File: src/rtl/instr_loader_if.sv
// instr_loader_if: byte-source, control/status and instruction-memory write
// signals of the instruction loader. The master side (byte source / CPU
// control) drives start, length and the byte stream; the slave side is the
// loader itself.
`ifndef REGDATASIZE
`define REGDATASIZE 64
`endif
`ifndef INSTRSIZE
`define INSTRSIZE 32
`endif

interface instr_loader_if #(
   parameter int INSTRNUM = 1024
);
   localparam int LEN_W = $clog2(INSTRNUM) + 1;

   logic                     start;
   logic [LEN_W-1:0]         length;
   logic                     byte_valid;
   logic [7:0]               byte_data;
   logic                     byte_ready;
   logic                     mem_we;
   logic [`REGDATASIZE-1:0]  mem_addr;
   logic [`INSTRSIZE-1:0]    mem_wdata;
   logic                     busy;
   logic                     done;
   logic                     error;

   modport master (
      output start, length, byte_valid, byte_data,
      input  byte_ready, mem_we, mem_addr, mem_wdata, busy, done, error
   );

   modport slave (
      input  start, length, byte_valid, byte_data,
      output byte_ready, mem_we, mem_addr, mem_wdata, busy, done, error
   );
endinterface

File: src/rtl/instr_loader.sv
// instr_loader: assembles a byte stream into little-endian 32-bit
// instruction words and writes word k to instruction memory at byte
// address k*4. busy holds the CPU off while a load is in progress; done
// pulses once at the end; error flags an illegal length.
// Optional feature: define LOADER_CHECKSUM_EN to require a 4-byte
// little-endian trailer equal to the XOR of all written words; a mismatch
// sets error.
`ifndef REGDATASIZE
`define REGDATASIZE 64
`endif
`ifndef INSTRSIZE
`define INSTRSIZE 32
`endif

module instr_loader #(
   parameter int INSTRNUM = 1024
) (
   input  logic          clk,
   input  logic          reset,
   instr_loader_if.slave bus
);
   localparam int LEN_W  = $clog2(INSTRNUM) + 1;
   localparam int ADDR_W = `REGDATASIZE;
   localparam int DATA_W = `INSTRSIZE;

   localparam logic [2:0] IDLE  = 3'd0;
   localparam logic [2:0] LOAD  = 3'd1;
   localparam logic [2:0] WRITE = 3'd2;
`ifdef LOADER_CHECKSUM_EN
   localparam logic [2:0] CHECK = 3'd3;
`endif
   localparam logic [2:0] DONE  = 3'd4;

   logic [2:0]        state_q, state_d;
   logic [LEN_W-1:0]  len_q, len_d;          // length latched at accepted start
   logic [LEN_W-1:0]  word_idx_q, word_idx_d;
   logic [1:0]        byte_cnt_q, byte_cnt_d;
   logic [23:0]       word_q, word_d;        // first three bytes of the word
   logic [ADDR_W-1:0] mem_addr_q, mem_addr_d;
   logic [DATA_W-1:0] mem_wdata_q, mem_wdata_d;
   logic              error_q, error_d;
`ifdef LOADER_CHECKSUM_EN
   logic [DATA_W-1:0] csum_q, csum_d;
`endif

   logic              byte_ready;
   logic              xfer;
   logic              len_ok;
   logic [DATA_W-1:0] assembled;
   logic [LEN_W-1:0]  word_idx_inc;

   // Byte acceptance window: only while collecting instruction or trailer bytes.
   always_comb begin
      byte_ready = (state_q == LOAD);
`ifdef LOADER_CHECKSUM_EN
      if (state_q == CHECK) byte_ready = 1'b1;
`endif
   end

   assign xfer         = bus.byte_valid && byte_ready;
   assign len_ok       = (bus.length != '0) && (bus.length <= LEN_W'(INSTRNUM));
   assign assembled    = {bus.byte_data, word_q};
   assign word_idx_inc = word_idx_q + LEN_W'(1);

   // Next-state and datapath logic for the load sequence.
   always_comb begin
      // NOTE: every _d gets its hold value first so no path can infer a latch.
      state_d     = state_q;
      len_d       = len_q;
      word_idx_d  = word_idx_q;
      byte_cnt_d  = byte_cnt_q;
      word_d      = word_q;
      mem_addr_d  = mem_addr_q;
      mem_wdata_d = mem_wdata_q;
      error_d     = error_q;
`ifdef LOADER_CHECKSUM_EN
      csum_d      = csum_q;
`endif
      case (state_q)
         IDLE: begin
            if (bus.start) begin
               if (len_ok) begin
                  state_d    = LOAD;
                  len_d      = bus.length;
                  word_idx_d = '0;
                  byte_cnt_d = '0;
                  error_d    = 1'b0;
`ifdef LOADER_CHECKSUM_EN
                  csum_d     = '0;
`endif
               end else begin
                  error_d = 1'b1;
               end
            end
         end
         LOAD: begin
            if (xfer) begin
               if (byte_cnt_q == 2'd3) begin
                  // Word complete: present it to memory for the single WRITE cycle.
                  mem_wdata_d = assembled;
                  mem_addr_d  = ADDR_W'({word_idx_q, 2'b00});
                  byte_cnt_d  = '0;
                  state_d     = WRITE;
               end else begin
                  word_d[{byte_cnt_q, 3'b000} +: 8] = bus.byte_data;
                  byte_cnt_d = byte_cnt_q + 2'd1;
               end
            end
         end
         WRITE: begin
            word_idx_d = word_idx_inc;
`ifdef LOADER_CHECKSUM_EN
            csum_d     = csum_q ^ mem_wdata_q;
            state_d    = (word_idx_inc < len_q) ? LOAD : CHECK;
`else
            state_d    = (word_idx_inc < len_q) ? LOAD : DONE;
`endif
         end
`ifdef LOADER_CHECKSUM_EN
         CHECK: begin
            if (xfer) begin
               if (byte_cnt_q == 2'd3) begin
                  if (assembled != csum_q) error_d = 1'b1;
                  byte_cnt_d = '0;
                  state_d    = DONE;
               end else begin
                  word_d[{byte_cnt_q, 3'b000} +: 8] = bus.byte_data;
                  byte_cnt_d = byte_cnt_q + 2'd1;
               end
            end
         end
`endif
         DONE:    state_d = IDLE;
         default: state_d = IDLE;
      endcase
   end

   // State registers with synchronous reset overriding start and byte transfers.
   always_ff @(posedge clk) begin
      if (reset) begin
         state_q     <= IDLE;
         len_q       <= '0;
         word_idx_q  <= '0;
         byte_cnt_q  <= '0;
         word_q      <= '0;
         mem_addr_q  <= '0;
         mem_wdata_q <= '0;
         error_q     <= 1'b0;
`ifdef LOADER_CHECKSUM_EN
         csum_q      <= '0;
`endif
      end else begin
         // NOTE: non-blocking so every flop samples the pre-edge value of the others.
         state_q     <= state_d;
         len_q       <= len_d;
         word_idx_q  <= word_idx_d;
         byte_cnt_q  <= byte_cnt_d;
         word_q      <= word_d;
         mem_addr_q  <= mem_addr_d;
         mem_wdata_q <= mem_wdata_d;
         error_q     <= error_d;
`ifdef LOADER_CHECKSUM_EN
         csum_q      <= csum_d;
`endif
      end
   end

   assign bus.byte_ready = byte_ready;
   assign bus.mem_we     = (state_q == WRITE);
   assign bus.mem_addr   = mem_addr_q;
   assign bus.mem_wdata  = mem_wdata_q;
   assign bus.busy       = (state_q != IDLE);
   assign bus.done       = (state_q == DONE);
   assign bus.error      = error_q;
endmodule

File: src/flat_wrapper.sv
// flat-port wrapper written by rule: the top's interface ports become plain ports
module instr_loader_flat 
#(
   parameter int INSTRNUM = 1024
)
  (clk, reset, bus_start, bus_length, bus_byte_valid, bus_byte_data, bus_byte_ready, bus_mem_we, bus_mem_addr, bus_mem_wdata, bus_busy, bus_done, bus_error);
  instr_loader_if #(.INSTRNUM(INSTRNUM)) bus_i ();
  input  logic clk;
  input  logic reset;
  input wire logic [$bits(bus_i.start)-1:0] bus_start;
  input wire logic [$bits(bus_i.length)-1:0] bus_length;
  input wire logic [$bits(bus_i.byte_valid)-1:0] bus_byte_valid;
  input wire logic [$bits(bus_i.byte_data)-1:0] bus_byte_data;
  output wire logic [$bits(bus_i.byte_ready)-1:0] bus_byte_ready;
  output wire logic [$bits(bus_i.mem_we)-1:0] bus_mem_we;
  output wire logic [$bits(bus_i.mem_addr)-1:0] bus_mem_addr;
  output wire logic [$bits(bus_i.mem_wdata)-1:0] bus_mem_wdata;
  output wire logic [$bits(bus_i.busy)-1:0] bus_busy;
  output wire logic [$bits(bus_i.done)-1:0] bus_done;
  output wire logic [$bits(bus_i.error)-1:0] bus_error;
  assign bus_i.start = bus_start;
  assign bus_i.length = bus_length;
  assign bus_i.byte_valid = bus_byte_valid;
  assign bus_i.byte_data = bus_byte_data;
  assign bus_byte_ready = bus_i.byte_ready;
  assign bus_mem_we = bus_i.mem_we;
  assign bus_mem_addr = bus_i.mem_addr;
  assign bus_mem_wdata = bus_i.mem_wdata;
  assign bus_busy = bus_i.busy;
  assign bus_done = bus_i.done;
  assign bus_error = bus_i.error;
  instr_loader #(.INSTRNUM(INSTRNUM)) u_core (.clk(clk), .reset(reset), .bus(bus_i));
endmodule
File: config.mk
export PLATFORM = sky130hd
export DESIGN_NAME = instr_loader_flat
export DESIGN_NICKNAME = d
export VERILOG_FILES = /design/src/rtl/instr_loader_if.sv /design/src/rtl/instr_loader.sv /design/src/flat_wrapper.sv
export SDC_FILE = /design/constraint.sdc
export NUM_CORES = 1
export LEC_CHECK = 0
export BUFFER_PORTS_ARGS = -buffer_cell sky130_fd_sc_hd__buf_2
export CORE_MARGIN = 3
export CORE_UTILIZATION = 53
export DETAILED_ROUTE_END_ITERATION = 8
export GPL_TIMING_DRIVEN = 1
export PLACE_DENSITY_LB_ADDON = 0.08
export SLEW_MARGIN = 20
export SYNTH_ARGS = -nofsm -noshare
export SYNTH_HDL_FRONTEND = slang
export SYNTH_SLANG_ARGS = --single-unit
File: constraint.sdc
create_clock -name clk -period 3.4 [get_ports clk]
set_clock_uncertainty 0.05 [all_clocks]
set_input_delay 1.02 -clock clk [delete_from_list [all_inputs] [get_ports clk]]
set_output_delay 1.02 -clock clk [all_outputs]
set_load 0.05 [all_outputs]
== Word-level counts from Yosys, hierarchy flattened ==
Cells that the tools add are included.
Widths: inputs -> output; s select.

* Flip-flop bits (word level): 95
* Input bits: 23
* Output and inout port bits: 101
* Word-level logic and storage cells: 54

* Shift-type cells: 2
* Add/sub/neg operators: 3
* Bitwise operators: 1
* Muxes and demuxes: 16
* Reduce and logical (&&, ||, !) cells: 14
* Equality and inequality tests: 8
* Order comparisons: 2

{| class="wikitable"
|+ Operators by type and width
! cell !! number
|-
| $bwmux 24 || 1
|-
| $shift 8x7->24 const A || 1
|-
| $shiftx 8x7->24 || 1
|-
| $mux 11 || 2
|-
| $pmux 11 s2 || 1
|-
| $mux 3 || 5
|-
| $reduce_and 3->1 || 4
|-
| $add 11x1->11 const B || 1
|-
| $le 11x11->1 const B || 1
|-
| $lt 11x11->1 || 1
|-
| $reduce_bool 11->1 || 1
|-
| $pmux 3 s3 || 1
|-
| $mux 2 || 4
|-
| $reduce_and 4->1 || 2
|-
| $neg 5->7 || 1
|-
| $ne 2x2->1 const B || 3
|-
| $pmux 2 s2 || 1
|-
| $reduce_bool 2->1 || 2
|-
| $eq 3x1->1 const B || 1
|-
| $eq 3x2->1 const B || 1
|-
| $eq 3x3->1 const B || 1
|-
| $logic_not 3->1 || 1
|-
| $reduce_bool 3->1 || 1
|-
| $add 2x1->2 const B || 1
|-
| 6 further kinds || 7
|}

== Longest topological paths before layout ==
* Depth in word-level cells: 5
* Mapped depth: 10
* Mapped depth without buffers: 10

== Worst setup path before layout ==
OpenSTA, ideal clock, no wires.

* Path kind: register to output
* From: register u_core.state_q[0]
* To: output bus_byte_ready
* Path slack: 0.581 ns
* Stages on the path, launching flop included: 3
* Arrival time: 1.749 ns
* Buffers on the path: 1
* Data required time: 2.330 ns
* Path through: dfxtp_1 -> clkbuf_1 -> nor3b_1

* Cells in the longest elaborated chain, start to end: 1

{| class="wikitable"
|+ RTL lines
! item !! RTL line !! source
|-
| start: declaration || instr_loader.sv:34 || <nowiki>logic [2:0] state_q, state_d;</nowiki>
|-
| start signal: assignment || instr_loader.sv:154 || <nowiki>state_q <= state_d;</nowiki>
|-
| $eq 3x1->1 || instr_loader.sv:54 || <nowiki>byte_ready = (state_q == LOAD);</nowiki>
|-
| end: declaration || flat_wrapper.sv:14 || <nowiki>output wire logic [$bits(bus_i.byte_ready)-1:0] bus_byte_ready;</nowiki>
|}

Every way passes these cells.

== Final worst setup path ==
* From: register u_core.state_q[0]
* To: output bus_mem_we

* Cells in the longest elaborated chain, start to end: 1

{| class="wikitable"
|+ RTL lines
! item !! RTL line !! source
|-
| $eq 3x2->1 || instr_loader.sv:169 || <nowiki>assign bus.mem_we = (state_q == WRITE);</nowiki>
|-
| end: declaration || flat_wrapper.sv:15 || <nowiki>output wire logic [$bits(bus_i.mem_we)-1:0] bus_mem_we;</nowiki>
|}

Every way passes these cells.

==> reports/summary.md <==
The run gives 0 as the post-route DRC violation count. The delay of the slowest critical-path stage works out to 530 ps. The count of nets left with antenna violations once routing finished came out at 0.

For the largest net degree at the start of global routing, the log shows 81. For the full die area, the log shows 0.00975 mm2. The startpoint class of the critical path was a flip-flop. In this run the count of I/O pins placed on the die edge is 124. Setup violations remaining at the end of the flow were counted as 0. The chip height was 98.8 um. The wire-length estimate of the detail-placed layout is 7160 um. The predominant post-synthesis flop cell was dfxtp_1. The sequential share of the synthesized area is 0.417. After clock tree synthesis, the clock-pin slew on the worst setup and hold paths is 110 ps. At the pin with the least slew margin, the transition time is 923 ps. Number of buffers inserted by port buffering: 70. The run gives 10200 um as the final wirelength. The all-layer global routing usage was 0.209; the global routing usage on met3 was 0.0297.

The met1 demand-to-capacity share in global routing came out at 0.306. The die width is 98.8 um, and the violation count after the first detailed-route iteration is 151. The slowest stage cell on the critical path is dfxtp_1.

Together, buffers and inverters on the worst path number 2. The part of the cycle the worst path needs is 0.876. The setup path with the least slack is of type reg2out.

The logs give 0 for the initial antenna violation count and 0.00456 mm2 for the mapped cell area. The buffer depth of the longest clock path is 2, and the arrival time of data at the critical path endpoint is 1910 ps. For the starting utilization of the core area, the log shows 0.550.

The min-delay analysis places its worst path in the category reg2reg. The hold buffer count at cts was 0; the power density relative to cell area was 451 mW/mm2. The cell family contributing the most delay on the critical path is buffers and inverters. The layout-stage area growth over the synthesis result is 10.1%.

Most crowded layer after global routing: met2. TritonCTS built the clock tree. Worst-case hold slack: 400 ps.

The reported max-cap violation count is 0. The tools report the number of distinct library cell variants in the gate-level netlist after synthesis as 48. The number of cells produced by synthesis was 568; the fraction of layout cells with a size suffix above 1 was 0.163. The clock buffer count from CTS was 9. The run gives 0 as the number of diodes added for antenna fixing. Flip-flop and latch count after synthesis: 95. The logs give 0.00830 mm2 for the area of the core and 2330 ps for the worst path required time. The post-synthesis async set-or-reset flop share is 0. The number of enable flip-flop cells after synthesis is 0, and the detailed-route wire length per cell is 13.8 um. After global routing the overflow that remains totals 0. The setup total negative slack was 0 ps; the number of resized instances in the post-cts repair step was 0. The run gives 0 as the synthesis warning total.

The total count of hold-check failures in the final report was 0. The run gives 0.313 as the global routing met2 resource utilization. The filler cells instantiated in the layout total 803. The run gives 0.384 as the relative max-transition margin. The first global-routing pass estimated 16800 um of wire. The flow ran to the end, and the final reports show no timing, DRC or antenna violations.

For the maximum level of the CTS H-tree, the log shows 3. The critical path goes through nor2_1 > nand2_1 > clkinv_1 > buf_2. The weighted congestion at the end of routability-driven global placement is 0.781. Of all nets on the critical path, the largest fanout is 10. Dividing the detail-routed via count by the number of cells gives 5.19. Setup repair after global routing left no endpoint under its margin. For this run, the top clock speed supported by timing is 336 MHz. For this run, the post-layout net count is 668. The run gives 95 as the clock sink count. The clock latency reported for the late side of the worst-skew pair is 380 ps. Summed over all cells, the static leakage comes to 2.03 nW. The number of buffers added for setup after CTS came out at 0. The run gives 33 as the site row count.

The tree is rooted in a clkbuf_8. The worst vdd rail ir drop came out at 267 uV. The detailed router placed 3833 vias in this run. Average instance area after synthesis: 8.03 um2. STA classifies the critical path endpoint as a primary output.

For the via count of the first global-routing pass, the log shows 3492. The run gives 0 as the number of pins exceeding their max-slew limit in the final report. Counting I/O delays and the setup requirement, the final critical path takes 2980 ps. The number of search-and-repair iterations in the first detailed-routing pass is 5.
-- state kept, by name, summed over array words and instances, names as in the netlist --
signal	flops
u_core.bus.mem_addr	11
u_core.bus.mem_wdata	32
u_core.word_idx_q	11
u_core.bus.error	1
u_core.state_q	3
u_core.word_q	24
u_core.byte_cnt_q	2
u_core.len_q	11
-- metrics by stage --
step           setup slack (ps)   util  instances  cell area, um2  total power [mW]
5_1_grt                     287  0.605        738            5020              2.34
6_report                    422  0.605        738            5020              2.27
3_3_place_gp                492  0.577        722            4790              1.41
4_1_cts                     424  0.605        738            5020              2.27
3_5_place_dp                426  0.577        722            4790              1.41
2_1_floorplan               581      -        620            4760              1.42
-- synthesized netlist by cell type, drive strengths merged (4+ instances only) --
| cell type | count | area share |
|---|---|---|
| nand2 | 143 | 0.12 |
| dfxtp | 95 | 0.42 |
| a21oi | 73 | 0.080 |
| buf | 55 | 0.091 |
| nand3 | 37 | 0.041 |
| clkbuf | 26 | 0.021 |
| inv | 22 | 0.018 |
| ha | 17 | 0.047 |
| mux2i | 11 | 0.024 |
| o21ai | 11 | 0.012 |
| nor3b | 9 | 0.015 |
| xnor2 | 7 | 0.013 |
| nor2 | 6 | 0.0049 |
| a211oi | 5 | 0.0082 |
| nor3 | 5 | 0.0080 |
| nand4 | 4 | 0.0055 |
| or3 | 4 | 0.0055 |
-- routing by layer --
layer,wire length (um),vias to the layer above,share of wire
met4,78,0,0.0077
met1,4920,1760,0.48
met3,571,6,0.056
met5,0,-,0
li1,-,1941,-
met2,4620,126,0.45
-- worst reg2reg max path: stages, from the launching register on --
cell       delay [ps]
dfxtp_1           490
ha_1              300
nand3_1           120
xnor2_1           220
ha_1              300
a2111oi_0         620
a211oi_1          200
a211oi_1          350
o221a_2           260
-- path summary, 6_finish.rpt --
path / slack, ps / start / end / cells past startpoint
setup / recovery: 420 / u_core.state_q[0]$_SDFFE_PP0P_ / bus_mem_we / 4
hold / removal: 400 / u_core.word_q[6]$_SDFFE_PP0P_ / u_core.bus.mem_wdata[6]$_SDFFE_PP0P_ / 2
setup reg to reg: 440 / u_core.word_idx_q[1]$_SDFFE_PP0P_ / u_core.state_q[0]$_SDFFE_PP0P_ / 8
hold reg to reg: 400 / u_core.word_q[6]$_SDFFE_PP0P_ / u_core.bus.mem_wdata[6]$_SDFFE_PP0P_ / 2
-- layout make-up --
type                            instances  area, um2  area share
Inverter                               23       86.3      0.0172
Sequential cell                        95       1900       0.379
Tap cell                              105        131      0.0262
Clock buffer                            9        124      0.0247
Multi-Input combinational cell        421       2260       0.449
Timing Repair Buffer                   78        410      0.0817
Clock inverter                          7        111      0.0222
-- power breakdown --
part / total [mW] / switching, mW / internal, mW
clock: 0.875 / 0.444 / 0.431
combinational: 0.257 / 0.214 / 0.0432
sequential: 1.13 / 0.00864 / 1.12
-- logic make-up after synthesis --
group,after synthesis,synth area share
other,1,0.000822
and+or+nand+nor,225,0.229
muxes,11,0.0241
adders and majority gates,17,0.0466
buffers and inverters,104,0.131
DFF,95,0.417
AOI/OAI and AO/OA,106,0.134
xor gates and xnor gates,9,0.0173
-- cell usage in the layout, fill, tap and decap left out, types with 3 or more instances in the layout --
master,n
a211oi_1,5
a21oi_1,73
and3_1,3
buf_2,70
buf_4,8
clkbuf_8,9
conb_1,53
dfxtp_1,95
ha_1,17
inv_1,22
inv_6,4
mux2i_1,11
nand2_1,143
nand3_1,37
nand3b_1,3
nand4_1,4
nor2_1,6
nor3_1,4
nor3b_1,9
o21ai_0,10
o32ai_1,3
or3_1,4
xnor2_1,7
Power figures use the tool's default switching activity.
